<file path="src/rtl/cond_logic_mc.sv">
`default_nettype none
// ============================================================================
//  Module   : cond_logic_mc
//  Purpose  : Conditional-execution unit of the multicycle ARM core.
//             Holds the architectural NZCV flags, evaluates the instruction
//             condition field against them, latches the pass/fail result for
//             the rest of the instruction and gates the controller's PC,
//             register-file and memory write strobes with it.
//  Ports    : clk        - system clock, all state on rising edge
//             reset      - asynchronous active-low reset
//             Cond       - instruction condition field Instr[31:28]
//             ALUFlags   - {N,Z,C,V} from the ALU
//             FlagW      - [1] write N,Z ; [0] write C,V
//             CondLatch  - capture CondEx into the held condition result
//             PCS        - instruction writes the PC
//             NextPC     - unconditional PC increment strobe
//             RegW       - register-file write request
//             MemW       - data-memory write request
//             NoWrite    - suppress register write (compare/test ops)
//             PCWrite    - gated PC write enable
//             RegWrite   - gated register-file write enable
//             MemWrite   - gated memory write enable
//             Flags      - registered {N,Z,C,V}
//             CondEx     - combinational condition result on Flags/Cond
//  Revision : 1.0 - initial release
// ============================================================================
module cond_logic_mc (
    input  logic       clk,
    input  logic       reset,
    input  logic [3:0] Cond,
    input  logic [3:0] ALUFlags,
    input  logic [1:0] FlagW,
    input  logic       CondLatch,
    input  logic       PCS,
    input  logic       NextPC,
    input  logic       RegW,
    input  logic       MemW,
    input  logic       NoWrite,
    output logic       PCWrite,
    output logic       RegWrite,
    output logic       MemWrite,
    output logic [3:0] Flags,
    output logic       CondEx
);

    logic [3:0] r_flags;
    logic       r_cond_ex;
    logic [1:0] w_flag_write;
    logic       w_cond_ex;
    logic       w_n;
    logic       w_z;
    logic       w_c;
    logic       w_v;

    assign w_n = r_flags[3];
    assign w_z = r_flags[2];
    assign w_c = r_flags[1];
    assign w_v = r_flags[0];

    // Condition is always evaluated on the registered flags, so a flag
    // update and a condition latch on the same edge see pre-update flags.
    always_comb begin
        w_cond_ex = 1'b1;
        unique case (Cond)
            4'b0000: w_cond_ex = w_z;
            4'b0001: w_cond_ex = ~w_z;
            4'b0010: w_cond_ex = w_c;
            4'b0011: w_cond_ex = ~w_c;
            4'b0100: w_cond_ex = w_n;
            4'b0101: w_cond_ex = ~w_n;
            4'b0110: w_cond_ex = w_v;
            4'b0111: w_cond_ex = ~w_v;
            4'b1000: w_cond_ex = w_c & ~w_z;
            4'b1001: w_cond_ex = ~w_c | w_z;
            4'b1010: w_cond_ex = ~(w_n ^ w_v);
            4'b1011: w_cond_ex = w_n ^ w_v;
            4'b1100: w_cond_ex = ~w_z & ~(w_n ^ w_v);
            4'b1101: w_cond_ex = w_z | (w_n ^ w_v);
            default: w_cond_ex = 1'b1;  // AL and the 1111 encoding
        endcase
    end

    // A failed condition blocks both flag halves.
    assign w_flag_write = FlagW & {2{r_cond_ex}};

    always_ff @(posedge clk or negedge reset) begin
        if (!reset) begin
            r_cond_ex <= 1'b0;
        end else if (CondLatch) begin
            r_cond_ex <= w_cond_ex;
        end
    end

    always_ff @(posedge clk or negedge reset) begin
        if (!reset) begin
            r_flags[3:2] <= 2'b00;
        end else if (w_flag_write[1]) begin
            r_flags[3:2] <= ALUFlags[3:2];
        end
    end

    always_ff @(posedge clk or negedge reset) begin
        if (!reset) begin
            r_flags[1:0] <= 2'b00;
        end else if (w_flag_write[0]) begin
            r_flags[1:0] <= ALUFlags[1:0];
        end
    end

    assign PCWrite  = NextPC | (PCS & r_cond_ex);
    assign RegWrite = RegW & ~NoWrite & r_cond_ex;
    assign MemWrite = MemW & r_cond_ex;
    assign Flags    = r_flags;
    assign CondEx   = w_cond_ex;

endmodule
`default_nettype wire
</file>
<file path="config.mk">
export PLATFORM = sky130hd
export DESIGN_NAME = cond_logic_mc
export DESIGN_NICKNAME = d
export VERILOG_FILES = /design/src/rtl/cond_logic_mc.sv
export SDC_FILE = /design/constraint.sdc
export NUM_CORES = 1
export LEC_CHECK = 0
export BUFFER_PORTS_ARGS = -buffer_cell sky130_fd_sc_hd__buf_2
export CAP_MARGIN = 20
export CORE_AREA = 2 2 39 41
export CTS_BUF_LIST = sky130_fd_sc_hd__clkbuf_8
export CTS_CLUSTER_DIAMETER = 200
export DETAILED_ROUTE_END_ITERATION = 8
export DIE_AREA = 0 0 41 43
export GPL_TIMING_DRIVEN = 0
export PLACE_DENSITY = 0.6
export REMOVE_ABC_BUFFERS = 1
export SLEW_MARGIN = 20
export SYNTH_ARGS = -nofsm -noshare
export SYNTH_HDL_FRONTEND = slang
export SYNTH_SLANG_ARGS = --single-unit
</file>
<file path="constraint.sdc">
create_clock -name clk -period 2.2 [get_ports clk]
set_input_delay 0.66 -clock clk [delete_from_list [all_inputs] [get_ports clk]]
set_output_delay 0.66 -clock clk [all_outputs]
set_load 0.02 [all_outputs]
</file>
Word level (Yosys, flattened, before mapping). Cells that the tools add are included. Widths: inputs -> output; s select.

Equality and inequality tests: 13. Reduce and logical (&&, ||, !) cells: 1. Bitwise logic cells: 17. Muxes and demuxes: 1.

Operator list (count): $eq 4x4->1 const B (6); $eq 4x3->1 const B (4); $pmux 1 s14 (1); $eq 4x2->1 const B (2); $and 1x1->1 (6); $not 1->1 (6); $eq 4x1->1 const B (1); $logic_not 4->1 (1); $or 1x1->1 (3); $and 2x2->2 (1); $xor 1x1->1 (1).

Register bits: 5. Word-level logic and storage cells: 35. Output and inout bits: 8. Input bits: 18.

Depth between registers and ports, before layout. Gate-level depths: netlist of run 1.

Depth after elaboration: 4. Depth in mapped cells: 5.

Worst setup path before layout of run 1. Ideal clock, no wire load.

Path kind: input -> output. Start point: in Cond[3]. End point: out CondEx. Path slack: -0.030 ns. Arrival: 1.570 ns. Stages on the path: 5. Buffers on the path: 1. Cells stage by stage: buf_6 or2b_1 a21boi_0 o311ai_1 nand3_1.

Longest elaborated chain between the ends: 2.

Ends and longest elaborated chain: start, declared (RTL line 30) `input logic [3:0] Cond,`; $eq 4x4->1, or another cell as far along (RTL line 64) `unique case (Cond)`; $pmux 1 s14 * (RTL line 64); end, declared (RTL line 43) `output logic CondEx`.

Mark *: on every way between the ends. The rest lies on a longest branch, timed or not.

Final worst setup path of run 1.
Start point: in Cond[2]. End point: out CondEx.

The elaborated chain is that of the path after synthesis.

==> out/qor.txt, run 1 <==
Critical path depth - 6
Flop2flop setup slack - 0.29 ns
Root Driver - clkbuf_8
Initial antenna violation count - 0
Max_cap viols - 0
WL per Instance - 12.0 um
Metal1 wirelength - 441 um
Worst-path fanout max - 7
CP peak stage delay - 0.33 ns
Antenna Violating Nets Remaining - 0
Final Max Tran Viols - 0
Startpoint types - input pin
TritonCTS clock tree - done
Clk Latency, worst-skew pair - 0.22 ns
CP Class - in2out
Slew headroom - 76.1%
Worst r2r src - Flags[3]$_DFFE_PN0P_
WP buf/inv - 2
EDFF count, synth - 0
Initial drt markers - 6
Synthesized area - 429 um^2
Die W - 41 um
Chip Height - 43 um
Global route overflow - 0
Starting Density - 31.0%
H-tree depth - 1
Max IR drop VDD - 0.422 mV
Yosys top cell area share - 29.2%
# rows - 14
Worst EP arrival - 1.67 ns
Cts bufs inserted - 3
Failing checks - setup timing
Clock Power Share - 27.4%
Cell taking the most area after synthesis - dfrtp_1
Synth Area per Inst - 10.2 um^2
Post-synthesis async set-or-reset flop share - 100%
Synth warn - 0
Tcrit/Tclk final - 106%
Skew final - 0.00120 ns
Post-route design area - 718 um^2
Critical Path Start - Cond[2]
Power Internal - 0.000380 W
Post-synthesis register bit count - 5
Metal2 WL - 600 um
Final std cells w/o fill - 93
First-pass GRT wire length - 1760 um
Slew @ Worst Pin - 0.353 ns
Total power - 0.000585 W
Pwr/cell area - 814 nW/um^2
Share of layout cells above drive strength 1 - 63.6%
Ports - 26
Top sig layer - met4
Min-delay worst type - in2async
Top cell family by delay on the critical path - compound AO/OA/AOI/OAI gates
Largest net degree at the start of global routing - 11
DRC - 0
CTS Sinks - 5
Fmax - 429 MHz
Final setup margin - -0.133 ns
Clock transition at the registers of the reported paths - 0.03 ns
Area growth syn-to-layout - 67.3%
Gate Count Post-Synth - 42
CP endpoint kind - output pin
Synth Flop Type - dfrtp_1
Critical Path, Cell by Cell - buf_8 -> or2b_4 -> a21boi_2 -> o311ai_2 -> nand3_1 -> buf_6
Layout Nets - 96
Metal3 WL - 68 um
Clock buffer depth - 2
Post-synth top cells - dfrtp_1 (5), mux2_2 (4)
I/O Buffers - 25
Die Footprint - 1760 um^2
Worst R2R End - r_cond_ex$_DFFE_PN0P_
Switching part of the total power - 35.0%
Final Hold Viols - 0
Lkg Pwr - 0.335 nW
Count leader, synth - dfrtp_1
Worst path slowest cell - o311ai_2
Vias in the first global route - 445
Fin Hold WS - 0.249 ns
Detailed-route wire length - 1120 um
Sequential element share of the synthesized area - 29.2%
Routed via count - 468
Ranking of synthesized cells by area - dfrtp_1 (29%), mux2_2 (10%), mux2i_1 (4.7%)
GRT Resource Usage Total - 15.1%
Combinational share of power - 45.8%
RSZ-0062 raised after global routing - true
Routability cong. - 0.591
Core box area - 1380 um^2
Worst reg-to-reg path cell count - 10
CP endpoint - CondEx
Crit path required time - 1.54 ns
Unique masters post-synth - 28
Seq pwr share - 26.8%
Min cycle time layout - 2.33 ns
Count of final setup violators - 1
Dpl cells - 81
Status - complete, but fails checks
Dpl cell area - 556 um^2
Vias per cell - 5.03
Drt pass-1 iters - 4
P_sw - 0.000205 W
Util after Layout - 51.9%
Ant. Diodes - 0
==> layer usage <==
layer | GRT usage, % | vias up
met1 | 17.4 | 222
met2 | 23.4 | 16
met3 | 3.14 | 2
li1 | - | 228
met5 | 0 | -
met4 | 10.0 | 0
==> flip-flops by register name (all words and copies together), names as in the netlist <==
signal,cells
Flags,4
r_cond_ex,1
==> per-stage QoR <==
step	worst slack [ns]	setup TNS [ns]
after global routing	-0.191	-0.191
final	-0.133	-0.133
after CTS	-0.0976	-0.0976
after global placement	-0.249	-0.249
after floorplan	0.0210	0
after detailed placement	-0.260	-0.260
==> cell families after synthesis <==
kind of cell              synth area share [%]
AOI/OAI and AO/OA                         16.6
buffers and inverters                     4.37
muxes                                     15.2
xor gates and xnor gates                  6.12
DFF                                       29.2
and+or+nand+nor                           28.6
==> how the worst min path moves through the flow <==
| stage | startpoint | to | slack (ns) | depth (start not counted) |
|---|---|---|---|---|
| after global routing | reset | Flags[3]$_DFFE_PN0P_ | 0.26 | 1 |
| after CTS | reset | Flags[3]$_DFFE_PN0P_ | 0.25 | 1 |
| after global placement | reset | Flags[2]$_DFFE_PN0P_ | 0.48 | 1 |
| after detailed placement | reset | Flags[2]$_DFFE_PN0P_ | 0.48 | 1 |
| after floorplan | reset | Flags[0]$_DFFE_PN0P_ | 0.36 | 0 |
| final | reset | Flags[2]$_DFFE_PN0P_ | 0.25 | 1 |
==> power groups by stage <==
stage / logic (W) / clock network [W] / registers (W)
4_1_cts: 0.000265 / 0.000165 / 0.000157
3_3_place_gp: 0.000212 / 0 / 0.000157
3_5_place_dp: 0.000215 / 0 / 0.000158
6_report: 0.000268 / 0.000160 / 0.000156
5_1_grt: 0.000287 / 0.000171 / 0.000164
2_1_floorplan: 0.000119 / 0 / 0.000178
==> layout by cell type (no fill, tap or decap), types with 2 or more instances in the layout <==
cell,instances
buf_2,21
buf_4,8
dfrtp_1,5
mux2_2,4
clkbuf_8,3
nand3b_1,2
and2_1,2
mux2i_1,2
nor2_1,2
xnor2_1,2
nand3_1,2
nand2_1,2
buf_8,2
buf_6,2
==> worst register-to-register path, stage by stage (launching register included) <==
cell,delay (ns)
dfrtp_1,0.44
xor2_1,0.20
o22ai_2,0.19
mux2i_1,0.12
buf_4,0.15
buf_4,0.12
buf_4,0.12
buf_4,0.12
buf_4,0.12
buf_4,0.12
a41oi_2,0.16
==> area by class of cell <==
| cell class | instances | area [um^2] |
|---|---|---|
| repair buffers | 33 | 218 |
| clock inverters | 1 | 3.75 |
| multi-input cells | 35 | 310 |
| well taps | 16 | 20.0 |
| clock buffers | 3 | 41.3 |
| flip-flops and latches | 5 | 125 |
| fillers | 132 | 666 |
==> timing repair <==
action,CTS,global route
hold buffers,0,0
pin swaps,7,4
endpoints found under the setup margin,1,1
buffers inserted,8,0
gates resized for setup,14,3
(Power assumes the default switching activity.)
==> run 2, diff against run 1 <==
Settings changed: CTS_CLUSTER_SIZE set to 25, RECOVER_POWER set to 100.
==> run 2 against run 1 <==
The flow still finishes with violations (setup timing). Register-to-register slack about the same. Clock power about the same. Cell count unchanged. Die area unchanged. Cell area down 1.2%. Sequential share of layout area up 0.22 points. Total power down 1.0%. Core utilization down 0.63 points. Worst hold slack better by 0.038 ns. Critical path depth unchanged. Largest power group unchanged.
==> out/qor.txt, run 2 (synthesis results as in run 1) <==
Status - complete, but fails checks
Failing checks - setup timing
Cts bufs inserted - 3 (unchanged)
Commonest non-fill, non-tap cell in the layout - buf_2
Chip Height - 43 um (unchanged)
Clock buffer depth - 2 (unchanged)
Global route overflow - 0 (unchanged)
Final std cells w/o fill - 93 (unchanged)
I/O Buffers - 25 (unchanged)
H-tree depth - 1 (unchanged)
Clock Power Share - 27.7% (+0.3 points)
Commonest non-fill, non-tap cells in the layout - buf_2 (14), buf_4 (8), clkbuf_1 (7), dfrtp_1 (5), mux2_2 (4)
Max IR drop VDD - 0.422 mV (+0.13%)
Fin Hold WS - 0.287 ns (+0.0376 ns)
Largest net degree at the start of global routing - 11 (unchanged)
Startpoint types - input pin
WL per Instance - 12.1 um (+0.18%)
Slew headroom - 76.1% (unchanged)
Share of layout cells above drive strength 1 - 54.5% (-9.1 points)
Area occupied by multi-input gates - 310 um^2 (unchanged)
Max_cap viols - 0 (unchanged)
Power Internal - 0.000373 W (-1.8%)
Vias in the first global route - 445 (unchanged)
Pre-CTS setup slack - -0.260 ns (unchanged)
Skew final - 0.00123 ns (+0.0000278 ns)
Seq pwr share - 27.1% (+0.3 points)
Ant. Diodes - 0 (unchanged)
Worst path slowest cell - o311ai_2
Layout Nets - 96 (unchanged)
Die W - 41 um (unchanged)
Worst EP arrival - 1.67 ns (about the same)
WP buf/inv - 2 (unchanged)
Detailed-route wire length - 1120 um (+0.18%)
Tcrit/Tclk final - 106% (about the same)
Register area - 125 um^2 (unchanged)
Dpl cells - 81 (unchanged)
Count of final setup violators - 1 (unchanged)
CP endpoint - CondEx
Final Max Tran Viols - 0 (unchanged)
Vias per cell - 5.03 (unchanged)
P_sw - 0.000206 W (+0.32%)
Initial drt markers - 6 (unchanged)
Worst R2R End - r_cond_ex$_DFFE_PN0P_
Routability cong. - 0.591 (unchanged)
Critical Path, Cell by Cell - buf_8 -> or2b_4 -> a21boi_2 -> o311ai_2 -> nand3_1 -> buf_6
CP endpoint kind - output pin
Min cycle time layout - 2.33 ns (+0.0000600 ns)
Clk Latency, worst-skew pair - 0.22 ns (about the same)
Area growth syn-to-layout - 65.3%
CTS Sinks - 5 (unchanged)
Clock transition at the registers of the reported paths - 0.03 ns (about the same)
Antenna Violating Nets Remaining - 0 (unchanged)
First-pass GRT wire length - 1760 um (unchanged)
Min-delay worst type - in2async
Initial antenna violation count - 0 (unchanged)
RSZ-0062 raised after global routing - true
Lkg Pwr - 0.315 nW (-6.2%)
Flop2flop setup slack - 0.29 ns (about the same)
Root Driver - clkbuf_8
Top cell family by delay on the critical path - compound AO/OA/AOI/OAI gates
Metal3 WL - 62 um (-8.8%)
Critical Path Start - Cond[2]
# rows - 14 (unchanged)
Die Footprint - 1760 um^2 (unchanged)
Ports - 26 (unchanged)
DRC - 0 (unchanged)
Pwr/cell area - 816 nW/um^2 (+0.19%)
Total power - 0.000579 W (-1.0%)
Critical path depth - 6 (unchanged)
Routed via count - 468 (unchanged)
Util after Layout - 51.3% (-0.63 points)
Top sig layer - met4
Worst-path fanout max - 7 (unchanged)
Starting Density - 31.0% (unchanged)
Final setup margin - -0.133 ns (-0.0000600 ns)
CP peak stage delay - 0.33 ns (about the same)
Final Hold Viols - 0 (unchanged)
Metal1 wirelength - 447 um (+1.4%)
Drt pass-1 iters - 4 (unchanged)
Worst reg-to-reg path cell count - 10 (unchanged)
Worst r2r src - Flags[3]$_DFFE_PN0P_
Metal2 WL - 603 um (+0.50%)
Fmax - 429 MHz (about the same)
Switching part of the total power - 35.5% (+0.48 points)
Fill cells - 133 (+0.76%)
TritonCTS clock tree - done
Crit path required time - 1.54 ns (about the same)
GRT Resource Usage Total - 15.1% (unchanged)
CP Class - in2out
Largest register FFs - 4 (unchanged)
Combinational share of power - 45.2% (-0.6 points)
Core box area - 1380 um^2 (unchanged)
Slew @ Worst Pin - 0.353 ns (unchanged)
-- run 2: cell count changes in the layout (fill, tap and decap cells not counted) --
| cell | previous run | this run |
|---|---|---|
| buf_2 | 21 | 14 |
| clkbuf_1 | 0 | 7 |
-- run 2: layout make-up --
class                      count  area share, %
sequential                     5           17.6
clock buffer                   3           5.82
tap                           16           2.82
clock inverter                 1          0.529
timing repair buffer          33           29.5
multi-input combinational     35           43.7
-- run 2: routing by layer --
metal	GRT usage (%)	vias up
li1	-	228
met1	17.4	222
met2	23.4	16
met3	3.14	2
met4	10.0	0
met5	0	-
-- run 2: worst min-delay path by stage --
| stage | slack, ns | startpoint | cells past startpoint | endpoint |
|---|---|---|---|---|
| global route | 0.32 | reset | 1 | Flags[3]$_DFFE_PN0P_ |
| finish | 0.29 | reset | 1 | Flags[2]$_DFFE_PN0P_ |
| floorplan | 0.36 | reset | 0 | Flags[0]$_DFFE_PN0P_ |
| CTS | 0.25 | reset | 1 | Flags[3]$_DFFE_PN0P_ |
| global placement | 0.48 | reset | 1 | Flags[2]$_DFFE_PN0P_ |
| detailed placement | 0.48 | reset | 1 | Flags[2]$_DFFE_PN0P_ |
-- run 2: what timing repair did --
item / CTS / global route
gates resized for setup: 14 / 3
hold buffers: 0 / 0
setup endpoints to repair: 1 / 1
cloned: 0 / 0
buffers inserted: 8 / 0
pin swaps: 7 / 4
-- run 2: per-stage QoR --
step | cell area (um^2) | setup TNS (ns)
3_5_place_dp | 556 | -0.260
4_1_cts | 707 | -0.0976
2_1_floorplan | 410 | 0
5_1_grt | 709 | -0.191
3_3_place_gp | 556 | -0.249
6_report | 709 | -0.133
-- run 2: worst register-to-register path, cell delays in order (launching register included) --
cell	delay (ns)
dfrtp_1	0.44
xor2_1	0.20
o22ai_2	0.19
mux2i_1	0.12
buf_4	0.15
buf_4	0.12
buf_4	0.12
buf_4	0.12
buf_4	0.12
buf_4	0.12
a41oi_2	0.16
-- run 2: power by group through the flow --
stage,combinational [W],sequential [W],clock [W]
final,0.000261,0.000157,0.000161
after global routing,0.000281,0.000164,0.000171
after CTS,0.000265,0.000157,0.000165
after detailed placement,0.000215,0.000158,0
after global placement,0.000212,0.000157,0
after floorplan,0.000119,0.000178,0
